## src/rtl/gray_counter_pkg.sv

```systemverilog
// Shared helpers for Gray-coded counters: all-ones constant and
// binary/Gray conversions sized to the widest supported counter.
package gray_pkg;

  localparam int unsigned MAX_W = 32;

  function automatic logic [MAX_W-1:0] all_ones(input int unsigned w);
    logic [63:0] t;
    t = (64'd1 << w) - 64'd1;
    return t[MAX_W-1:0];
  endfunction

  function automatic logic [MAX_W-1:0] bin2gray(input logic [MAX_W-1:0] b);
    return b ^ (b >> 1);
  endfunction

  // Each binary bit is the XOR of all Gray bits at or above it.
  function automatic logic [MAX_W-1:0] gray2bin(input logic [MAX_W-1:0] g);
    logic [MAX_W-1:0] b;
    b[MAX_W-1] = g[MAX_W-1];
    for (int i = MAX_W - 2; i >= 0; i--) begin
      b[i] = b[i+1] ^ g[i];
    end
    return b;
  endfunction

endpackage

```

## src/rtl/gray_counter_if.sv

```systemverilog
// Control and status bundle of the Gray counter; the counter is the slave.
interface gray_counter_if #(
  parameter int unsigned WIDTH = 4
);
  logic             En_I;
  logic             Up_I;
  logic             Load_I;
  logic [WIDTH-1:0] Load_Val_I;
  logic [WIDTH-1:0] Bin_O;
  logic [WIDTH-1:0] Gray_O;
  logic             Tc_O;
  logic             Wrap_O;

  modport master (
    output En_I, Up_I, Load_I, Load_Val_I,
    input  Bin_O, Gray_O, Tc_O, Wrap_O
  );

  modport slave (
    input  En_I, Up_I, Load_I, Load_Val_I,
    output Bin_O, Gray_O, Tc_O, Wrap_O
  );
endinterface

```

## src/rtl/gray_counter_binary_gray.sv

```systemverilog
// Combinational binary-to-Gray converter.
module gray_counter_binary_gray #(
  parameter int unsigned WIDTH = 4
) (
  input  logic [WIDTH-1:0] bin,
  output logic [WIDTH-1:0] gray
);
  assign gray = bin ^ (bin >> 1);
endmodule

```

## src/rtl/gray_counter.sv

```systemverilog
// Up/down counter holding a binary count plus a registered Gray copy,
// with load, wrap-or-saturate end handling and wrap/terminal-count flags.
module gray_counter
  import gray_pkg::*;
#(
  parameter int unsigned      WIDTH   = 4,
  parameter bit               WRAP    = 1'b1,
  parameter logic [WIDTH-1:0] RST_VAL = '0
) (
  input  logic         Clk_I,
  input  logic         Rst_n_I,
  gray_counter_if.slave bus
);

  localparam logic [WIDTH-1:0] ONES     = WIDTH'(all_ones(WIDTH));
  localparam logic [WIDTH-1:0] ONE      = WIDTH'(1);
  localparam logic [WIDTH-1:0] RST_GRAY = RST_VAL ^ (RST_VAL >> 1);

  logic [WIDTH-1:0] bin_q;
  logic [WIDTH-1:0] gray_q;
  logic             wrap_q;
  logic [WIDTH-1:0] bin_next;
  logic [WIDTH-1:0] gray_next;
  logic             wrap_next;
  logic             at_end;

  always_comb begin
    bin_next  = bin_q;
    wrap_next = 1'b0;
    at_end    = bus.Up_I ? (bin_q == ONES) : (bin_q == '0);
    if (bus.Load_I) begin
      bin_next = bus.Load_Val_I;
    end else if (bus.En_I) begin
      if (!at_end) begin
        bin_next = bus.Up_I ? (bin_q + ONE) : (bin_q - ONE);
      end else if (WRAP) begin
        bin_next  = bus.Up_I ? '0 : ONES;
        wrap_next = 1'b1;
      end
    end
  end

  // Gray register is fed from the next binary value so both registers agree every cycle.
  gray_counter_binary_gray #(.WIDTH(WIDTH)) u_conv (
    .bin  (bin_next),
    .gray (gray_next)
  );

  always_ff @(posedge Clk_I or negedge Rst_n_I) begin
    if (!Rst_n_I) begin
      bin_q  <= RST_VAL;
      gray_q <= RST_GRAY;
      wrap_q <= 1'b0;
    end else begin
      bin_q  <= bin_next;
      gray_q <= gray_next;
      wrap_q <= wrap_next;
    end
  end

  assign bus.Bin_O  = bin_q;
  assign bus.Gray_O = gray_q;
  assign bus.Wrap_O = wrap_q;
  assign bus.Tc_O   = at_end;

endmodule

```

## src/flat_wrapper.sv

```systemverilog
// flat-port wrapper written by rule: the top's interface ports become plain ports
module gray_counter_flat import gray_pkg::*;
#(
  parameter int unsigned      WIDTH   = 4,
  parameter bit               WRAP    = 1'b1,
  parameter logic [WIDTH-1:0] RST_VAL = '0
)
  (Clk_I, Rst_n_I, bus_En_I, bus_Up_I, bus_Load_I, bus_Load_Val_I, bus_Bin_O, bus_Gray_O, bus_Tc_O, bus_Wrap_O);
  gray_counter_if #(.WIDTH(WIDTH)) bus_i ();
  input  logic Clk_I;
  input  logic Rst_n_I;
  input wire logic [$bits(bus_i.En_I)-1:0] bus_En_I;
  input wire logic [$bits(bus_i.Up_I)-1:0] bus_Up_I;
  input wire logic [$bits(bus_i.Load_I)-1:0] bus_Load_I;
  input wire logic [$bits(bus_i.Load_Val_I)-1:0] bus_Load_Val_I;
  output wire logic [$bits(bus_i.Bin_O)-1:0] bus_Bin_O;
  output wire logic [$bits(bus_i.Gray_O)-1:0] bus_Gray_O;
  output wire logic [$bits(bus_i.Tc_O)-1:0] bus_Tc_O;
  output wire logic [$bits(bus_i.Wrap_O)-1:0] bus_Wrap_O;
  assign bus_i.En_I = bus_En_I;
  assign bus_i.Up_I = bus_Up_I;
  assign bus_i.Load_I = bus_Load_I;
  assign bus_i.Load_Val_I = bus_Load_Val_I;
  assign bus_Bin_O = bus_i.Bin_O;
  assign bus_Gray_O = bus_i.Gray_O;
  assign bus_Tc_O = bus_i.Tc_O;
  assign bus_Wrap_O = bus_i.Wrap_O;
  gray_counter #(.WIDTH(WIDTH), .WRAP(WRAP), .RST_VAL(RST_VAL)) u_core (.Clk_I(Clk_I), .Rst_n_I(Rst_n_I), .bus(bus_i));
endmodule
```

## config.mk

```make
export PLATFORM = sky130hd
export DESIGN_NAME = gray_counter_flat
export DESIGN_NICKNAME = d
export VERILOG_FILES = /design/src/rtl/gray_counter_pkg.sv /design/src/rtl/gray_counter_if.sv /design/src/rtl/gray_counter_binary_gray.sv /design/src/rtl/gray_counter.sv /design/src/flat_wrapper.sv
export SDC_FILE = /design/constraint.sdc
export NUM_CORES = 1
export LEC_CHECK = 0
export ABC_CLOCK_PERIOD_IN_PS = 2650
export CAP_MARGIN = 20
export CORE_AREA = 4 4 41 43
export CTS_BUF_LIST = sky130_fd_sc_hd__clkbuf_2
export CTS_CLUSTER_DIAMETER = 40
export DETAILED_ROUTE_END_ITERATION = 8
export DIE_AREA = 0 0 45 47
export DONT_BUFFER_PORTS = 1
export GPL_ROUTABILITY_DRIVEN = 1
export HOLD_SLACK_MARGIN = 0.08
export PLACE_DENSITY = 0.61
export SYNTH_ARGS = -nofsm -noshare
export SYNTH_HDL_FRONTEND = slang
export SYNTH_HIERARCHICAL = 1
export SYNTH_SLANG_ARGS = --single-unit
```

## constraint.sdc

```tcl
create_clock -name Clk_I -period 2.65 [get_ports Clk_I]
set_input_delay 0.795 -clock Clk_I [delete_from_list [all_inputs] [get_ports Clk_I]]
set_output_delay 0.795 -clock Clk_I [all_outputs]
set_load 0.005 [all_outputs]
```

==> results.py, run 1 <==
metrics = {
    "min_path": {
        "worstHoldPathType": "input port to asynchronous set/reset pin",
    },
    "die": {
        "rows": 13,
        "initial_utilization_pct": 38.8,
        "core-area_mm2": 0.00130,
        "die-area_mm2": 0.00212,
        "die_h_um": 47,
        "die_w_um": 45,
        "top_level_ports": 19,
    },
    "cts": {
        "cts_tree": "done",
        "cts_buffer_depth": 2,
        "insertion_delay_ns": 0.24,
        "numCtsBuffers": 3,
        "cts_root_buf": "clkbuf_2",
        "htree_levels": 1,
        "cts.clk_slew.worst_paths_ns": 0.08,
        "cts_hold_buffers": 0,
        "cts_setup_buffers": 0,
        "cts_resized": 0,
        "clock_sinks": 9,
    },
    "finish": {
        "fin_util_pct": 40.9,
        "nets": 60,
        "drive_gt1_share_pct": 17.0,
        "synthToLayoutAreaGrowth_pct": 5.46,
        "fillers": 135,
        "layout_common_cells": "9 x dfrtp_1, 5 x xor2_1, 4 x clkbuf_2, 4 x nand2_1",
        "diodes": 0,
        "fin_area_um2": 532,
        "layout_commonest_cell": "dfrtp_1",
    },
    "timing": {
        "setup-violations-final": 0,
        "finalSetupTns_ns": 0,
        "report.final.hold_viol_count": 0,
        "relSlewSlack_pct": 66.1,
        "fin_crit_sh_pct": 78.8,
        "max_freq_mhz": 479,
        "rsz0062_at_grt": "no",
        "drv_slew": 0,
        "worstMarginPinSlew_ns": 0.505,
        "whs_ns": 0.236,
        "finClkSkew_ns": 0.00108,
        "final.min_clock_period_ns": 2.09,
    },
    "setup_path": {
        "cp_max_fo": 5,
        "crit_required_ns": 1.86,
        "crit_path_top_delay_cell": "dfrtp_1",
        "cp-end-kind": "primary output",
        "crit_chain": "or2_4 > o41ai_2",
        "rrSetupSlack_ns": 0.73,
        "critPathLaunchType": "register",
        "crit_type": "register to primary output",
        "slowest_delay_ns": 0.45,
        "critPathArrivalTime_ns": 1.29,
    },
    "routing": {
        "first_pass_iters": 4,
        "first_iter_violations": 14,
        "num_vias": 349,
        "drc": 0,
        "wl_per_cell_um": 15.9,
        "wl_um": 987,
        "viasPerCell": 5.63,
        "ant_nets": 0,
    },
    "logic_synthesis": {
        "syn-instance-count": 45,
        "synth-seq-cells": 9,
        "ys_warn_count": 6,
        "syn_nets": 57,
        "ys_types": 21,
        "avgSynthCellArea_um2": 11.2,
        "netlist_area_um2": 504,
        "ys_seq_area_share_pct": 44.7,
    },
    "grt": {
        "grt-ovfl-total": 0,
        "grt.total_usage_pct": 11.9,
        "antenna_found_initial": 0,
        "grt_pass1_vias": 375,
        "grt_pass1_wl_um": 1700,
        "grt_max_degree": 10,
    },
    "outcome": {
        "outcome": "finished, final reports clean",
    },
    "power": {
        "finalPower_mw": 0.341,
        "p_leak_nw": 0.248,
        "vdd_drop_max_uv": 331,
        "p_per_area_mw_per_mm2": 642,
    },
    "place": {
        "placed_area_um2": 512,
        "gp_congestion": 0.792,
        "io_buffer_count": 0,
    },
    "flow_run": {
        "drv_cap": 0,
    },
}
==> logic make-up (layout without fill, tap and decap cells) <==
logic type                 count (synthesis)  in the layout  share of synthesized area [%]
DFF                                        9              9                           44.7
buffers and inverters                      3              5                           2.98
xor gates and xnor gates                   6              6                           10.4
adders and majority gates                  3              3                           8.93
and+or+nand+nor                           13             13                           13.2
AOI/OAI and AO/OA                         11             11                           19.9
==> report_power, final <==
group          leakage (nW)  total [mW]  internal, mW  switching [mW]
clock network        0.0166      0.0854        0.0401          0.0453
logic                 0.123      0.0684        0.0340          0.0345
registers             0.108       0.188         0.160          0.0276
==> layer usage <==
metal / wire length (um) / GRT usage, %
met1: 389 / 11.6
met3: 66 / 7.28
met5: 0 / 0
met4: 0 / 7.02
met2: 532 / 19.5
==> per-stage QoR <==
step                setup WS, ns  std cells
global route               0.437         62
global placement           0.405         58
detailed placement         0.356         58
finish                     0.563         62
CTS                        0.526         62
floorplan                  0.511         45
==> critical path: cells and delay by family, from the launching register on <==
| kind | cells | cell delay, ns |
|---|---|---|
| AND/OR/NAND/NOR | 1 | 0.29 |
| AO/OA/AOI/OAI | 1 | 0.31 |
| flip-flops | 1 | 0.45 |
==> cell usage after synthesis (all sizes together) <==
master  count  share of area, %
a21o        1               1.5
a21oi       3               3.0
a31oi       1               1.2
and3        1               1.5
and3b       1               1.7
buf         1               1.5
clkbuf      1              0.74
dfrtp       9                45
fa          1               4.0
ha          2               5.0
inv         1              0.74
nand2       4               3.0
nand3       3               3.0
nor2        3               2.2
o21ai       1              0.99
o31ai       3               4.5
o41ai       2               8.7
or2         1               1.7
xnor2       1               1.7
xor2        5               8.7
==> final timing paths <==
check / from / end / cells past startpoint
setup / recovery: u_core/bus.Bin_O[3] / bus_Tc_O / 2
max in group asynchronous: Rst_n_I / u_core/bus.Wrap_O / 0
hold reg to reg: u_core/bus.Bin_O[2] / u_core/bus.Bin_O[2] / 2
min in group Clk_I: bus_Load_I / u_core/bus.Bin_O[3] / 1
hold / removal: Rst_n_I / u_core/bus.Bin_O[2] / 0
setup reg to reg: u_core/bus.Bin_O[0] / u_core/bus.Gray_O[1] / 5
==> flip-flops by register name, summed over array words and instances (netlist names) <==
name and count:
u_core/bus.Wrap_O 1, u_core/bus.Bin_O 4, u_core/bus.Gray_O 4
==> cell type report <==
class / instances / area [um^2] / share of cell area, %
multi-input combinational: 33 / 264 / 49.6
sequential: 9 / 225 / 42.4
clock buffer: 4 / 20.0 / 3.76
tap: 15 / 18.8 / 3.53
inverter: 1 / 3.75 / 0.706
Note: power is estimated with default switching activity, not from simulation.
==> inputs of run 2 (changes only) <==
--- a/config.mk
+++ b/config.mk
@@ -5,7 +5,7 @@
 export SDC_FILE = /design/constraint.sdc
 export NUM_CORES = 1
 export LEC_CHECK = 0
-export ABC_CLOCK_PERIOD_IN_PS = 2650
+export ABC_CLOCK_PERIOD_IN_PS = 1800
 export CAP_MARGIN = 20
 export CORE_AREA = 4 4 41 43
 export CTS_BUF_LIST = sky130_fd_sc_hd__clkbuf_2
@@ -15,7 +15,7 @@
 export DONT_BUFFER_PORTS = 1
 export GPL_ROUTABILITY_DRIVEN = 1
 export HOLD_SLACK_MARGIN = 0.08
-export PLACE_DENSITY = 0.61
+export PLACE_DENSITY = 0.63
 export SYNTH_ARGS = -nofsm -noshare
 export SYNTH_HDL_FRONTEND = slang
 export SYNTH_HIERARCHICAL = 1
==> constraint.sdc (replaced) <==
create_clock -name Clk_I -period 1.8 [get_ports Clk_I]
set_input_delay 0.54 -clock Clk_I [delete_from_list [all_inputs] [get_ports Clk_I]]
set_output_delay 0.54 -clock Clk_I [all_outputs]
set_load 0.005 [all_outputs]
==> run 2 against run 1 <==
- combinational power up 130%
- core utilization up 6.9 points
- via count up 3.4%
- sequential power up 38%
- wire length up 2.7%
- sequential share of layout area down 6.1 points
- critical path depth unchanged
- sequential cell count unchanged
- hold slack better by 0.19 ns
- count of clock-buffer cells in the layout unchanged
- register-to-register slack worse by 0.64 ns
- worst setup slack worse by 0.52 ns
- critical endpoint unchanged
==> results.py, run 2 (same netlist as run 1, synthesis figures left out) <==
metrics = {
    "timing": {
        "whs_ns": 0.430,
        "rsz0062_at_grt": "yes",
        "fin_crit_sh_pct": 97.6,
        "setup-violations-final": 0,
        "max_freq_mhz": 569,
        "worstMarginPinSlew_ns": 0.388,
        "finClkSkew_ns": 0.00137,
        "final.min_clock_period_ns": 1.76,
        "relSlewSlack_pct": 74.0,
        "report.final.hold_viol_count": 0,
        "drv_slew": 0,
    },
    "power": {
        "sw_frac_of_total_pct": 31.7,
        "intPower_mw": 0.372,
        "p_per_area_mw_per_mm2": 876,
        "p_comb_share_pct": 29.2,
        "net-switching-power_mw": 0.173,
        "pwr-share-seq_pct": 47.7,
        "vdd_drop_max_uv": 499,
        "clkPwrFrac_pct": 23.1,
        "p_leak_nw": 0.295,
    },
    "finish": {
        "synthToLayoutAreaGrowth_pct": 23.3,
        "fin_cells": 69,
        "fin_util_pct": 47.8,
        "layout_commonest_cell": "dfrtp_1",
        "diodes": 0,
        "layout_common_cells": "9 x dfrtp_1, 5 x buf_4, 5 x xor2_1, 4 x clkbuf_2, 4 x nand2_1",
        "drive_gt1_share_pct": 33.3,
        "nets": 67,
    },
    "setup_path": {
        "crit_path_top_delay_cell": "dfrtp_1",
        "path_buf_inv": 1,
        "crit_required_ns": 1.26,
        "r2r-start": "u_core/bus.Bin_O[0]",
        "crit_chain": "buf_6 > o41ai_4",
        "critPathArrivalTime_ns": 1.22,
        "slowest_delay_ns": 0.43,
        "rr_endpoint": "u_core/bus.Gray_O[2]",
        "crit_type": "register to primary output",
        "worst-path-stages": 2,
        "rrSetupSlack_ns": 0.09,
        "worstRegToRegCells": 5,
        "cp-end-kind": "primary output",
        "critPathLaunchType": "register",
        "cp_max_fo": 4,
        "cp_top_family": "flip-flops",
    },
    "die": {
        "die_w_um": 45,
        "die_h_um": 47,
        "top_level_ports": 19,
        "core-area_mm2": 0.00130,
        "rows": 13,
        "die-area_mm2": 0.00212,
        "initial_utilization_pct": 38.8,
    },
    "grt": {
        "grt_pass1_vias": 372,
        "grt-ovfl-total": 0,
        "grt_max_degree": 10,
        "antenna_found_initial": 0,
        "grt_util_met1_pct": 12.2,
        "grtUsageMet3_pct": 8.43,
        "top_usage_layer": "met2",
        "grt_pass1_wl_um": 1640,
        "grt.total_usage_pct": 11.3,
        "met2_usage_pct": 17.5,
    },
    "place": {
        "io_buffer_count": 0,
        "placedCellCount": 64,
        "gp_congestion": 0.800,
    },
    "cts": {
        "numCtsBuffers": 3,
        "htree_levels": 1,
        "cts_root_buf": "clkbuf_2",
        "cts_tree": "done",
        "cts_buffer_depth": 2,
        "insertion_delay_ns": 0.24,
        "clock_sinks": 9,
        "cts.clk_slew.worst_paths_ns": 0.08,
    },
    "min_path": {
        "hold_depth": 1,
        "worstHoldStart": "bus_Load_I",
        "worstHoldEndpoint": "u_core/bus.Bin_O[2]",
        "worstHoldPathType": "input port to register",
    },
    "routing": {
        "ant_nets": 0,
        "wl_per_cell_um": 14.7,
        "wl_um": 1010,
        "drc": 0,
        "first_pass_iters": 2,
        "num_vias": 361,
        "first_iter_violations": 4,
        "viasPerCell": 5.23,
    },
    "outcome": {
        "outcome": "finished, final reports clean",
    },
    "flow_run": {
        "drv_cap": 0,
    },
}
==> run 2: changes by cell type in the layout (fill, tap and decap cells not counted), sizes merged <==
| cell | previous run | this run |
|---|---|---|
| dlygate4sd3 | 0 | 1 |
| buf | 0 | 6 |
==> run 2: how the worst max path moves through the flow <==
stage	end	slack, ns	from
5_1_grt	bus_Tc_O	-0.05	u_core/bus.Bin_O[1]
4_1_cts	bus_Tc_O	0.005	u_core/bus.Bin_O[1]
3_5_place_dp	u_core/bus.Gray_O[2]	-0.09	bus_Up_I
6_report	bus_Tc_O	0.04	u_core/bus.Bin_O[1]
3_3_place_gp	u_core/bus.Gray_O[2]	-0.08	bus_Up_I
2_1_floorplan	u_core/bus.Gray_O[1]	0.01	bus_Up_I
==> run 2: cell type report <==
type                            count  area, um^2
Clock buffer                        4        20.0
Multi-Input combinational cell     33         295
Timing Repair Buffer                7        58.8
Fill cell                         135         679
Tap cell                           15        18.8
Inverter                            1        3.75
Sequential cell                     9         225
==> run 2: what timing repair did <==
item                                    in CTS  in global routing
gates resized for setup                      2                  1
buffers inserted                             0                  0
gates cloned                                 0                  0
endpoints found under the setup margin       1                  2
hold endpoints to repair                     9                  0
hold buffers                                 1                  0
pin swaps                                    1                  1
==> run 2: layer usage <==
layer | vias to the layer above | share of wire (%)
li1 | 181 | -
met1 | 165 | 41
met2 | 15 | 47
met3 | 0 | 12
met4 | 0 | 0
met5 | - | 0
==> run 2: power groups by stage <==
stage / clock, mW / combinational [mW] / sequential, mW
global placement: 0 / 0.145 / 0.265
finish: 0.126 / 0.159 / 0.260
detailed placement: 0 / 0.148 / 0.265
global route: 0.149 / 0.177 / 0.266
CTS: 0.134 / 0.160 / 0.261
floorplan: 0 / 0.101 / 0.270
==> run 2: worst register-to-register path: stages, from the launching register on <==
cell,delay [ns]
dfrtp_1,0.42
buf_4,0.18
o41ai_4,0.39
a21oi_1,0.10
o31ai_2,0.36
xor2_1,0.18
==> run 2: metrics by stage <==
step / instance area (um^2) / setup slack [ns] / total power [mW] / setup TNS (ns)
after global placement: 572 / -0.0844 / 0.411 / -0.256
after detailed placement: 572 / -0.0898 / 0.413 / -0.292
after global routing: 622 / -0.0471 / 0.592 / -0.0471
final: 622 / 0.0428 / 0.545 / 0
after CTS: 618 / 0.00475 / 0.555 / 0
after floorplan: 519 / 0.00978 / 0.372 / 0
